File: src/rtl/nexys_video_axil_manager.sv
// AXI-Lite manager: turns one valid/ready command into an AW/W/B or AR/R transaction and returns the response.
// Latency: with a zero-wait subordinate the response is valid 3 cycles after command accept (4-cycle issue interval).
// Backpressure: one transaction in flight; the response is held until i_rsp_ready. Optional watchdog: AXIL_MGR_TIMEOUT_EN.
module nexys_video_axil_manager #(
  parameter int unsigned AXI_ID_WIDTH   = 1,
  parameter int unsigned AXI_ADDR_WIDTH = 64,
  parameter int unsigned AXI_DATA_WIDTH = 64,
  parameter int unsigned AXI_STRB_WIDTH = AXI_DATA_WIDTH / 8,
  parameter int unsigned AXI_RESP_WIDTH = 2,
  parameter int unsigned MGR_ID         = 0,
  parameter int unsigned TIMEOUT_CYCLES = 1024
) (
  input  logic                      aclk,
  input  logic                      areset,
  // command port
  input  logic                      i_cmd_valid,
  output logic                      o_cmd_ready,
  input  logic                      i_cmd_write,
  input  logic [AXI_ADDR_WIDTH-1:0] i_cmd_addr,
  input  logic [AXI_DATA_WIDTH-1:0] i_cmd_wdata,
  input  logic [AXI_STRB_WIDTH-1:0] i_cmd_wstrb,
  // response port
  output logic                      o_rsp_valid,
  input  logic                      i_rsp_ready,
  output logic [AXI_DATA_WIDTH-1:0] o_rsp_rdata,
  output logic [AXI_RESP_WIDTH-1:0] o_rsp_resp,
  output logic                      o_timeout,
  // write address channel
  output logic                      o_awvalid,
  input  logic                      i_awready,
  output logic [AXI_ID_WIDTH-1:0]   o_awid,
  output logic [AXI_ADDR_WIDTH-1:0] o_awaddr,
  output logic [2:0]                o_awprot,
  // write data channel
  output logic                      o_wvalid,
  input  logic                      i_wready,
  output logic [AXI_DATA_WIDTH-1:0] o_wdata,
  output logic [AXI_STRB_WIDTH-1:0] o_wstrb,
  // write response channel
  input  logic                      i_bvalid,
  output logic                      o_bready,
  input  logic [AXI_ID_WIDTH-1:0]   i_bid,
  input  logic [AXI_RESP_WIDTH-1:0] i_bresp,
  // read address channel
  output logic                      o_arvalid,
  input  logic                      i_arready,
  output logic [AXI_ID_WIDTH-1:0]   o_arid,
  output logic [AXI_ADDR_WIDTH-1:0] o_araddr,
  output logic [2:0]                o_arprot,
  // read data channel
  input  logic                      i_rvalid,
  output logic                      o_rready,
  input  logic [AXI_ID_WIDTH-1:0]   i_rid,
  input  logic [AXI_DATA_WIDTH-1:0] i_rdata,
  input  logic [AXI_RESP_WIDTH-1:0] i_rresp
);

  localparam logic [AXI_ID_WIDTH-1:0]   ID_VAL = AXI_ID_WIDTH'(MGR_ID);
  localparam logic [AXI_RESP_WIDTH-1:0] SLVERR = AXI_RESP_WIDTH'(2);

`ifdef AXIL_MGR_TIMEOUT_EN
  typedef enum logic [2:0] {
    S_IDLE, S_WR_REQ, S_WR_RESP, S_RD_REQ, S_RD_DATA, S_RSP, S_DRAIN
  } state_t;
`else
  typedef enum logic [2:0] {
    S_IDLE, S_WR_REQ, S_WR_RESP, S_RD_REQ, S_RD_DATA, S_RSP
  } state_t;
`endif

  state_t                    state;
  logic                      cmd_ready_q;
  logic                      awvalid_q;
  logic                      wvalid_q;
  logic                      bready_q;
  logic                      arvalid_q;
  logic                      rready_q;
  logic                      rsp_valid_q;
  logic [AXI_DATA_WIDTH-1:0] rsp_rdata_q;
  logic [AXI_RESP_WIDTH-1:0] rsp_resp_q;
  logic [AXI_ADDR_WIDTH-1:0] addr_q;
  logic [AXI_DATA_WIDTH-1:0] wdata_q;
  logic [AXI_STRB_WIDTH-1:0] wstrb_q;

  // A channel counts as done once its valid has dropped or is handshaking now
  logic aw_done;
  logic w_done;
  assign aw_done = !awvalid_q || i_awready;
  assign w_done  = !wvalid_q || i_wready;

`ifdef AXIL_MGR_TIMEOUT_EN
  localparam logic [AXI_RESP_WIDTH-1:0] DECERR = AXI_RESP_WIDTH'(3);
  localparam int unsigned TW = $clog2(TIMEOUT_CYCLES);

  logic [TW-1:0] timer_q;
  logic          timeout_q;
  logic          timed_out_q;   // current response was substituted, clean-up needed afterwards
  logic          wr_q;          // direction of the in-flight command
  logic          pend_b_q;      // abandoned write still owes a B beat
  logic          pend_r_q;      // abandoned read still owes an R beat
  logic          active;
  logic          done_now;
  logic          expire;

  // Whether the waiting state completes normally this cycle (normal completion beats the watchdog)
  always_comb begin
    done_now = 1'b0;
    case (state)
      S_WR_REQ:  done_now = aw_done && w_done;
      S_WR_RESP: done_now = i_bvalid;
      S_RD_REQ:  done_now = i_arready;
      S_RD_DATA: done_now = i_rvalid;
      default:   done_now = 1'b0;
    endcase
  end

  assign active = (state == S_WR_REQ) || (state == S_WR_RESP) ||
                  (state == S_RD_REQ) || (state == S_RD_DATA);
  assign expire = active && !done_now && (timer_q == TW'(TIMEOUT_CYCLES - 1));
`endif

  // Transaction sequencer; every handshake output is a registered flop
  always_ff @(posedge aclk or posedge areset) begin
    if (areset) begin
      state       <= S_IDLE;
      cmd_ready_q <= 1'b1;
      awvalid_q   <= 1'b0;
      wvalid_q    <= 1'b0;
      bready_q    <= 1'b0;
      arvalid_q   <= 1'b0;
      rready_q    <= 1'b0;
      rsp_valid_q <= 1'b0;
      rsp_rdata_q <= '0;
      rsp_resp_q  <= '0;
      addr_q      <= '0;
      wdata_q     <= '0;
      wstrb_q     <= '0;
`ifdef AXIL_MGR_TIMEOUT_EN
      timer_q     <= '0;
      timeout_q   <= 1'b0;
      timed_out_q <= 1'b0;
      wr_q        <= 1'b0;
      pend_b_q    <= 1'b0;
      pend_r_q    <= 1'b0;
`endif
    end else begin
`ifdef AXIL_MGR_TIMEOUT_EN
      timeout_q <= 1'b0;
`endif
      case (state)
        S_IDLE: begin
          if (i_cmd_valid) begin
            addr_q      <= i_cmd_addr;
            wdata_q     <= i_cmd_wdata;
            wstrb_q     <= i_cmd_wstrb;
            cmd_ready_q <= 1'b0;
`ifdef AXIL_MGR_TIMEOUT_EN
            timer_q     <= '0;
            wr_q        <= i_cmd_write;
`endif
            if (i_cmd_write) begin
              state     <= S_WR_REQ;
              awvalid_q <= 1'b1;
              wvalid_q  <= 1'b1;
            end else begin
              state     <= S_RD_REQ;
              arvalid_q <= 1'b1;
            end
          end
        end
        S_WR_REQ: begin
          if (awvalid_q && i_awready) awvalid_q <= 1'b0;
          if (wvalid_q && i_wready)   wvalid_q  <= 1'b0;
          if (aw_done && w_done) begin
            state    <= S_WR_RESP;
            bready_q <= 1'b1;
          end
        end
        S_WR_RESP: begin
          if (i_bvalid) begin
            bready_q    <= 1'b0;
            rsp_valid_q <= 1'b1;
            rsp_rdata_q <= '0;
            rsp_resp_q  <= (i_bid != ID_VAL) ? SLVERR : i_bresp;
            state       <= S_RSP;
          end
        end
        S_RD_REQ: begin
          if (i_arready) begin
            arvalid_q <= 1'b0;
            rready_q  <= 1'b1;
            state     <= S_RD_DATA;
          end
        end
        S_RD_DATA: begin
          if (i_rvalid) begin
            rready_q    <= 1'b0;
            rsp_valid_q <= 1'b1;
            rsp_rdata_q <= i_rdata;
            rsp_resp_q  <= (i_rid != ID_VAL) ? SLVERR : i_rresp;
            state       <= S_RSP;
          end
        end
        S_RSP: begin
          if (i_rsp_ready) begin
            rsp_valid_q <= 1'b0;
            state       <= S_IDLE;
            cmd_ready_q <= 1'b1;
`ifdef AXIL_MGR_TIMEOUT_EN
            if (timed_out_q) begin
              state       <= S_DRAIN;
              cmd_ready_q <= 1'b0;
            end
`endif
          end
        end
`ifdef AXIL_MGR_TIMEOUT_EN
        S_DRAIN: begin
          if (!awvalid_q && !wvalid_q && !arvalid_q && !pend_b_q && !pend_r_q) begin
            state       <= S_IDLE;
            cmd_ready_q <= 1'b1;
            timed_out_q <= 1'b0;
          end
        end
`endif
        default: state <= S_IDLE;
      endcase

`ifdef AXIL_MGR_TIMEOUT_EN
      // Watchdog: substitute DECERR, keep unfinished valids up, and remember which beat is owed
      if (expire) begin
        state       <= S_RSP;
        rsp_valid_q <= 1'b1;
        rsp_resp_q  <= DECERR;
        rsp_rdata_q <= '0;
        timeout_q   <= 1'b1;
        timed_out_q <= 1'b1;
        if (wr_q) begin
          bready_q <= 1'b1;
          pend_b_q <= 1'b1;
        end else begin
          rready_q <= 1'b1;
          pend_r_q <= 1'b1;
        end
      end else if (active) begin
        timer_q <= timer_q + TW'(1);
      end

      // After a timeout, finish stranded handshakes and swallow the late response
      if (state == S_RSP || state == S_DRAIN) begin
        if (awvalid_q && i_awready) awvalid_q <= 1'b0;
        if (wvalid_q && i_wready)   wvalid_q  <= 1'b0;
        if (arvalid_q && i_arready) arvalid_q <= 1'b0;
        if (pend_b_q && i_bvalid) begin
          pend_b_q <= 1'b0;
          bready_q <= 1'b0;
        end
        if (pend_r_q && i_rvalid) begin
          pend_r_q <= 1'b0;
          rready_q <= 1'b0;
        end
      end
`endif
    end
  end

  assign o_cmd_ready = cmd_ready_q;
  assign o_rsp_valid = rsp_valid_q;
  assign o_rsp_rdata = rsp_rdata_q;
  assign o_rsp_resp  = rsp_resp_q;
`ifdef AXIL_MGR_TIMEOUT_EN
  assign o_timeout   = timeout_q;
`else
  assign o_timeout   = 1'b0;
`endif

  assign o_awvalid = awvalid_q;
  assign o_awid    = ID_VAL;
  assign o_awaddr  = addr_q;
  assign o_awprot  = 3'b000;
  assign o_wvalid  = wvalid_q;
  assign o_wdata   = wdata_q;
  assign o_wstrb   = wstrb_q;
  assign o_bready  = bready_q;
  assign o_arvalid = arvalid_q;
  assign o_arid    = ID_VAL;
  assign o_araddr  = addr_q;
  assign o_arprot  = 3'b000;
  assign o_rready  = rready_q;

endmodule

File: config.mk
export PLATFORM = sky130hd
export DESIGN_NAME = nexys_video_axil_manager
export DESIGN_NICKNAME = d
export VERILOG_FILES = /design/src/rtl/nexys_video_axil_manager.sv
export SDC_FILE = /design/constraint.sdc
export NUM_CORES = 1
export LEC_CHECK = 0
export CORE_AREA = 2 2 193 195
export CTS_CLUSTER_SIZE = 16
export DETAILED_ROUTE_END_ITERATION = 10
export DIE_AREA = 0 0 195 197
export PLACE_DENSITY = 0.6
export REMOVE_ABC_BUFFERS = 1
export SYNTH_ARGS = -nofsm -noshare
export SYNTH_HDL_FRONTEND = slang
export SYNTH_SLANG_ARGS = --single-unit
File: constraint.sdc
create_clock -name aclk -period 9.95 [get_ports aclk]
set_input_delay 1.99 -clock aclk [delete_from_list [all_inputs] [get_ports aclk]]
set_output_delay 1.99 -clock aclk [all_outputs]
set_load 0.05 [all_outputs]
==> qor.txt <==
Run status: completed
Sequential cell area fraction in the yosys report: 62.3%
Count of nets left with antenna violations after detail routing: 0
Total iterations of the first detailed-routing run: 4
Antenna cell count: 0
Area taken by flip-flops and latches: 5310 um^2
Clock insertion delay at the later pin of the skew report: 0.52 ns
Number of I/O pins: 498
H-tree levels: 1
Average vias per placed instance: 4.19
Buffers on Ports: 488
Slew margin rel.: 29.7%
Wire length of the first global-routing pass: 40500 um
Max-slew violation count: 0
DR WL/cell: 18.4 um
Effective utilization at floorplan: 23.5%
Routed wire length: 27200 um
Period utilisation layout: 42.6%
Max Freq: 236 MHz
Grt total ovfl: 0
Clk slew on worst S/H paths: 0.06 ns
Required @ worst endpoint: 10.35 ns
Largest net degree at the start of global routing: 89
Highest net fanout along the worst path: 61
Placement Rows: 70
Clock tree from TritonCTS: built
Yosys synthesis warning count: 0
Cell count after placement: 1438
DRC violation total after the first TritonRoute iteration: 190
Placer's final routability congestion estimate: 0.763
Path type of the worst setup path: primary input to flip-flop
Critical Path Sink Type: flip-flop
Clock Path Buffers: 3
Register bit total from synthesis: 212
Met3 usage: 4.95%
Area growth, synth to finish: 65.9%
Die Area: 38400 um^2
Via count of the first global-routing pass: 6470
Setup repair after global routing missed its margin: false
Multi-input combinational cell area: 2490 um^2
Number of nets in the final layout: 1212
Mapped cell area: 8520 um^2
Die H: 197 um
Post-synth top area cell: dfrtp_1
Count of non-filler cells in the finished layout: 1480
Endpoints failing hold: 0
Met2 track utilization from global routing: 24.3%
Fill cells: 3510
Final routed DRC violation total: 0
Arrival @ worst endpoint: 4.64 ns
Class of the most critical hold timing path: flip-flop to flip-flop
Core Region: 36300 um^2
DIE WIDTH: 195 um
Syn Inst Count: 572
Initial antenna violation count: 2
Root Driver: clkbuf_16
Max-cap violation count: 0
Met1 Track Usage GR: 15.7%
Number of buffers created by CTS: 24
Top-area cell type share of the netlist area: 62.0%
Average instance area after synthesis: 14.9 um^2
Overall track demand over capacity in global routing: 13.6%
CTS Sinks: 212
Time the final worst path needs with I/O delays and setup: 4.24 ns
Dpl hpwl: 20200 um
Share of final-layout standard cells stronger than drive strength 1: 18.3%
Cells taking the most area after synthesis: dfrtp_1 (62%), mux2_2 (18%), buf_4 (7.4%)
Startpoint type of the worst setup path: primary input
Routed vias: 6200
Hold-fix buffers, CTS: 0
Distinct cells, synth: 33
Maximum clock skew at final layout: 0.0101 ns
Final setup vio count: 0
CTS-repair resized insts: 0
Setup slack of the most critical reg-to-reg path: 6.99 ns
Worst-margin pin slew: 1.05 ns
Buffer count from post-CTS setup fixing: 0
Most Crowded Layer GR: met2
[layout make-up]
cell class / count / area share (%)
tap: 468 / 4.14
clock buffer: 36 / 5.21
multi-input combinational: 259 / 17.6
sequential: 212 / 37.5
clock inverter: 6 / 0.416
timing repair buffer: 494 / 34.9
inverter: 5 / 0.186
[cell usage after synthesis (all sizes together)]
| master | n |
|---|---|
| nor2b | 3 |
| nor4b | 1 |
| and3b | 1 |
| mux2 | 138 |
| nor3 | 1 |
| conb | 1 |
| a31oi | 1 |
| a21oi | 5 |
| nand2 | 2 |
| a21o | 2 |
| nand2b | 6 |
| o21ai | 2 |
| a21boi | 1 |
| dfrtp | 211 |
| nor2 | 7 |
| a22o | 66 |
| inv | 5 |
| a32o | 1 |
| a221o | 3 |
| mux2i | 2 |
| clkbuf | 5 |
| dfstp | 1 |
| o22a | 1 |
| a2bb2oi | 1 |
| a32oi | 1 |
| nor3b | 1 |
| nand3 | 2 |
| buf | 99 |
| nand3b | 2 |
[metal layers]
layer	vias up	part of all wire (%)
met4	2	1.4
met3	31	9.4
met2	313	51
met1	3053	38
li1	2801	-
met5	-	0.033
[critical path: stages]
cell and delay, ns:
clkdlybuf4s50_1 0.51, nor4b_4 0.87, buf_4 0.77, mux2_2 0.42
[worst paths after layout]
path	start	end	cells past startpoint
hold / removal	o_wdata[38]	o_wdata[38]	1
setup reg to reg	state[0]	o_wdata[41]	3
setup / recovery	i_cmd_valid	o_wdata[41]	4
max in group asynchronous	areset	o_wdata[59]	3
min in group asynchronous	areset	o_araddr[6]	2
hold reg to reg	o_wdata[38]	o_wdata[38]	1
[state kept, by name, summed over array words and instances, names as in the netlist]
name	flops
o_araddr	64
o_arvalid	1
state	3
o_cmd_ready	1
o_rsp_rdata	64
o_wvalid	1
o_awvalid	1
o_wdata	64
o_rsp_valid	1
o_rready	1
o_rsp_resp	2
o_wstrb	8
o_bready	1
[cells by family after synthesis]
logic type,count (synthesis),share of synthesized area (%)
buffers and inverters,109,9.03
other,1,0.0440
and+or+nand+nor,26,1.84
DFF,212,62.3
AOI/OAI and AO/OA,84,8.31
muxes,140,18.5
[metrics by stage]
step	util [%]	cell area (um^2)	setup TNS, ns	worst slack, ns	hold slack [ns]
2_1_floorplan	-	7800	-75.57	-0.554	0.613
3_3_place_gp	36.8	13300	0	5.14	0.487
3_5_place_dp	36.8	13300	0	5.13	0.487
4_1_cts	39.0	14100	0	5.69	0.508
5_1_grt	39.0	14100	0	5.54	0.518
6_report	39.0	14100	0	5.71	0.501
[placed cells by master, fill, tap and decap left out, drive strengths merged, types with 2 or more instances in the layout]
cell type      Yosys  routed
clkinv             0       5
nor2b              3       3
nor2               7       7
nand2              2       2
clkbuf             5      36
nand3              2       2
a221o              3       3
nand3b             2       2
dfrtp            211     211
mux2i              2       2
a22o              66      66
clkdlybuf4s50      0     488
conb               1       9
inv                5       5
a21oi              5       5
nand2b             6       6
mux2             138     138
a21o               2       2
buf               99       6
o21ai              2       2
Power is not shown: default switching activity piles up to over one toggle a cycle in this logic, so the estimate is an artifact.
==> RTL change 1, RTL diff (same flow settings) <==
The parameter `AXI_DATA_WIDTH` goes from 64 to 56.
--- a/src/rtl/nexys_video_axil_manager.sv
+++ b/src/rtl/nexys_video_axil_manager.sv
@@ -5,5 +5,5 @@
   parameter int unsigned AXI_ID_WIDTH   = 1,
   parameter int unsigned AXI_ADDR_WIDTH = 64,
-  parameter int unsigned AXI_DATA_WIDTH = 64,
+  parameter int unsigned AXI_DATA_WIDTH = 56,
   parameter int unsigned AXI_STRB_WIDTH = AXI_DATA_WIDTH / 8,
   parameter int unsigned AXI_RESP_WIDTH = 2,
Interface: changed (6 resized); port bits go from 498 to 464. The function was not compared with the original's and may differ.
==> RTL change 1 against the unedited design <==
Clock skew rose by 0.0025 ns. Utilization down 3.1 points. Critical path type is now register to primary output. Worst setup slack improved by 0.44 ns. First-iteration DRC count down 14%. Critical path depth fell by 3. Largest cell class unchanged. Routed wire length shrank 10%. Sequential cell count decreased by 17. Final area decreased by 7.9%. Non-clock buffer count down 37. Via count fell by 9.1%. Area after synthesis shrank 6.9%.
Power is not shown: default switching activity piles up to over one toggle a cycle in this logic, so the estimate is an artifact.
==> RTL change 1: results (changes against the unedited design) <==
Timing
  • Hold_ws: 0.4868 ns (-0.01374 ns)
  • Worst Skew: 0.01268 ns (+0.002542 ns)
  • Min cycle time layout: 3.802 ns (-0.4378 ns)
  • Worst-Margin Slew: 1.093 ns (+0.04337 ns)

Detailed routing
  • Metal2 WL: 12140 um (-13%)
  • Iter 0 DRT Violations: 164 (-14%)
  • Detailed Route WL: 24500 um (-10%)
  • DR vias: 5634 (-9.1%)
  • Drt wl/cell: 17.50 um (-4.9%)
  • Routed wl met3: 2195 um (-15%)
  • Met1 WL: 9899 um (-4.3%)

Setup path
  • Worst setup EP type: primary output
  • Critical path's slowest cell: clkdlybuf4s50_1
  • Reg-to-Reg End: o_rsp_resp[0]
  • R2r setup slk: 7.71 ns (+0.72 ns)
  • CP Data Arrival Time: 1.81 ns (-2.83 ns)
  • Beginning of the critical path: o_cmd_ready
  • CP max FO: 3 (-95%)
  • End of the critical path: o_cmd_ready
  • Critical R2R Launch: state[1]

Global route
  • Largest net degree at the start of global routing: 133 (+49%)
  • GRT met1 Usage: 14.76% (-0.89 points)
  • Vias in the first global route: 6061 (-6.3%)
  • First-pass GRT wire length: 37160 um (-8.2%)
  • Initial antenna violation count: 3 (+1)
  • Grt met3 use: 5.493% (+0.55 points)
  • Met2 Usage GRT: 21.77% (-2.5 points)
  • Tot GR Track Use: 12.81% (-0.83 points)

Synthesis
  • Most frequent cells after synthesis: dfrtp_1, mux2_1, buf_4
  • Post-synthesis mux area share: 18.57% (+0.095 points)
  • Netlist cell types: 32 (-3.0%)
  • Sequential-to-total area share from yosys stat: 61.56% (-0.74 points)
  • Top cells by area, synth: dfrtp_1, mux2_1, buf_4
  • Synth Area in Compound Gates: 8.048% (-0.27 points)

CTS
  • Reg clk slew, reported paths: 0.08 ns (+0.02 ns)
  • Clock insertion delay at the later pin of the skew report: 0.44 ns (-0.08 ns)
  • Clock buffer count from CTS: 17 (-29%)
  • Bufs on Longest Clock Path: 2 (-1)
  • H-tree levels: 4 (+3)

Final layout
  • Nets: 1117 (-7.8%)
  • Final Util: 35.90% (-3.1 points)
  • Layout cells sized above 1: 7.841% (-10 points)
  • Fill cells: 3576 (+1.9%)

Place
  • Place WS: 5.757 ns (+0.6291 ns)
  • Port Buf Inserts: 454 (-7.0%)
  • Post-placement cell area: 0.01241 mm2 (-7.0%)
  • Gpl congestion: 0.7322 (-4.0%)
  • DP HPWL: 18130 um (-10%)

Min path
  • Hold EP: o_wdata[45]

Status
  • Status: complete, no violations
==> RTL change 1: cell types whose count changed in the layout (fill, tap and decap cells not counted), sizes merged <==
cell,delta
a22o,-8
buf,-3
bufinv,+1
clkbuf,-18
clkdlybuf4s50,-34
clkinv,-1
clkinvlp,+2
dfrtp,-17
diode,+1
inv,+6
mux2,-9
==> RTL change 1: area by class of cell <==
| class | instances | area share (%) |
|---|---|---|
| multi-input cells | 242 | 17.95 |
| inverters | 5 | 0.2019 |
| flip-flops and latches | 195 | 37.50 |
| clock buffers | 18 | 3.374 |
| diodes | 1 | 0.01923 |
| clock inverters | 14 | 1.278 |
| well taps | 468 | 4.499 |
| repair buffers | 457 | 35.18 |
==> RTL change 1: cells by family (layout without fill, tap and decap cells) <==
logic type             Yosys count  count (layout)
muxes                          131             131
buffers and inverters          107             494
DFF                            195             195
AOI/OAI and AO/OA               76              76
other                            1              10
and+or+nand+nor                 26              26
==> RTL change 2, RTL diff (same settings) <==
Made on the original files. Re-encode `state_t` (6 states) as one-hot, 6 bits wide.
--- a/src/rtl/nexys_video_axil_manager.sv
+++ b/src/rtl/nexys_video_axil_manager.sv
@@ -64,6 +64,6 @@
   } state_t;
 `else
-  typedef enum logic [2:0] {
-    S_IDLE, S_WR_REQ, S_WR_RESP, S_RD_REQ, S_RD_DATA, S_RSP
+  typedef enum logic [5:0] {
+    S_IDLE = 6'b000001, S_WR_REQ = 6'b000010, S_WR_RESP = 6'b000100, S_RD_REQ = 6'b001000, S_RD_DATA = 6'b010000, S_RSP = 6'b100000
   } state_t;
 `endif
Formal check against the unedited RTL: same outputs for any inputs over 4 cycles, from zero or initial values and one cycle with areset high; so few cycles prove little.
==> RTL change 2 against the unedited design <==
Final area increased by 1.0%. Area after synthesis increased by 1.7%. Utilization increased by 0.41 points. Fmax decreased by 6.5%. Highest routed layer unchanged. Critical path type unchanged. Clock skew increased by 0.0045 ns. Worst setup slack got worse by 0.29 ns. Routed wire length increased by 1.2%. First-iteration DRC count decreased by 29%. Sequential cell count increased by 3. Critical endpoint is now o_wdata[34].
Power is left out: the tool's default activity adds up to more than one toggle a clock period on the data nets, which glitch-free logic cannot reach.
==> RTL change 2: results (changes against the unedited design) <==
CTS
  • Clk root buf: clkbuf_16
  • Post-CTS Setup Inserts: 0 (unchanged)
  • Cts hold-fix bufs: 0 (unchanged)
  • Bufs on Longest Clock Path: 3 (unchanged)
  • Clock insertion delay at the later pin of the skew report: 0.53 ns
  • Cts repair resizes: 0 (unchanged)
  • H-tree levels: 1 (unchanged)
  • Reg clk slew, reported paths: 0.06 ns (about the same)
  • Clock buffer count from CTS: 25 (+4.2%)

Global route
  • Grt met3 use: 5.133% (+0.19 points)
  • Largest net degree at the start of global routing: 104 (+17%)
  • Initial antenna violation count: 5 (+3)
  • Vias in the first global route: 6698 (+3.5%)
  • Met2 Usage GRT: 24.06% (-0.24 points)
  • GRT met1 Usage: 15.71% (+0.058 points)
  • First-pass GRT wire length: 41060 um (+1.4%)
  • Tot GR Track Use: 13.83% (+0.19 points)

Place
  • DP HPWL: 20360 um (+0.87%)
  • Post-placement cell area: 0.01345 mm2 (+0.85%)
  • Placed Cells: 1447 (+0.63%)
  • Place WS: 4.785 ns (-0.3424 ns)
  • Port Buf Inserts: 488 (unchanged)
  • Gpl congestion: 0.7492 (-1.8%)

Detailed routing
  • Drt first pass iters: 5 (+1)
  • Drt wl/cell: 18.46 um (+0.32%)
  • Vias per cell: 4.224 (+0.84%)
  • Iter 0 DRT Violations: 134 (-29%)

Setup path
  • R2R depth: 5 (+2)
  • CP Data Arrival Time: 4.93 ns (+0.29 ns)
  • Reg-to-Reg End: o_wdata[34]
  • CP max FO: 70 (+15%)
  • Worst setup EP type: register
  • R2r setup slk: 6.74 ns (-0.25 ns)
  • Beginning of the critical path: i_cmd_valid
  • Critical R2R Launch: state[1]

Timing
  • Hold_ws: 0.4609 ns (-0.03968 ns)
  • Max transition margin: 38.68% (+8.9 points)
  • Fin crit share: 45.56% (+2.9 points)
  • Worst Skew: 0.01464 ns (+0.004504 ns)

Final layout
  • Layout cells sized above 1: 6.934% (-11 points)
  • Nets: 1222 (+0.83%)
  • Cell Count, Final, Fillers Out: 1493 (+0.88%)

Synthesis
  • Ys Warns: 0 (unchanged)
  • Post-synthesis mux area share: 17.79% (-0.69 points)
  • Most frequent cells after synthesis: dfrtp_1, mux2_1, buf_4
  • XOR/XNOR Fraction of Synth Area: 0.1011% (+0.10 points)
  • Synth Area per Inst: 14.92 um2 (+0.17%)
  • Post-Synth Adder-Cell Area: 0% (unchanged)
  • Fraction of registers with async set/reset: 100.0% (unchanged)
  • Sequential-to-total area share from yosys stat: 62.10% (-0.19 points)
  • Netlist cell types: 37 (+12%)
  • Synth Area in Compound Gates: 7.824% (-0.49 points)
  • Top cells by area, synth: dfrtp_1, mux2_1, buf_4
  • Ys flop type: dfrtp_1

Min path
  • Hold EP: o_cmd_ready
  • Hold_sp: o_cmd_ready
  • HP Class: register to register
  • Hold Crit Depth: 2 (+1)

Status
  • Status: complete, no violations
==> RTL change 2: cell count changes in the layout (fill, tap and decap cells not counted), sizes merged, moves of 5 or more <==
cell,change
a21oi,-5
clkbuf,+5
inv,+5
nand2,+5
nand2b,-6
nor4,+5
==> RTL change 2: final cells by class <==
cell class | instances | area [um2]
Clock buffer | 41 | 775.7
Tap cell | 468 | 585.6
Timing Repair Buffer | 494 | 4930
Sequential cell | 215 | 5383
Multi-Input combinational cell | 261 | 2511
Inverter | 9 | 41.29
Clock inverter | 4 | 51.30
Antenna cell | 1 | 2.502
Fill cell | 3494 | 21980
==> RTL change 2: layer usage <==
| layer | share of wire (%) | vias up |
|---|---|---|
| met5 | 0.20 | - |
| met4 | 2.5 | 8 |
| met3 | 9.6 | 45 |
| met2 | 49 | 330 |
| met1 | 38 | 3088 |
| li1 | - | 2836 |
==> RTL change 2: critical path, cell delays in order <==
cell and delay [ns]:
clkdlybuf4s50_1 0.49, nand4_1 0.35, buf_4 0.72, buf_4 0.87, mux2_2 0.41
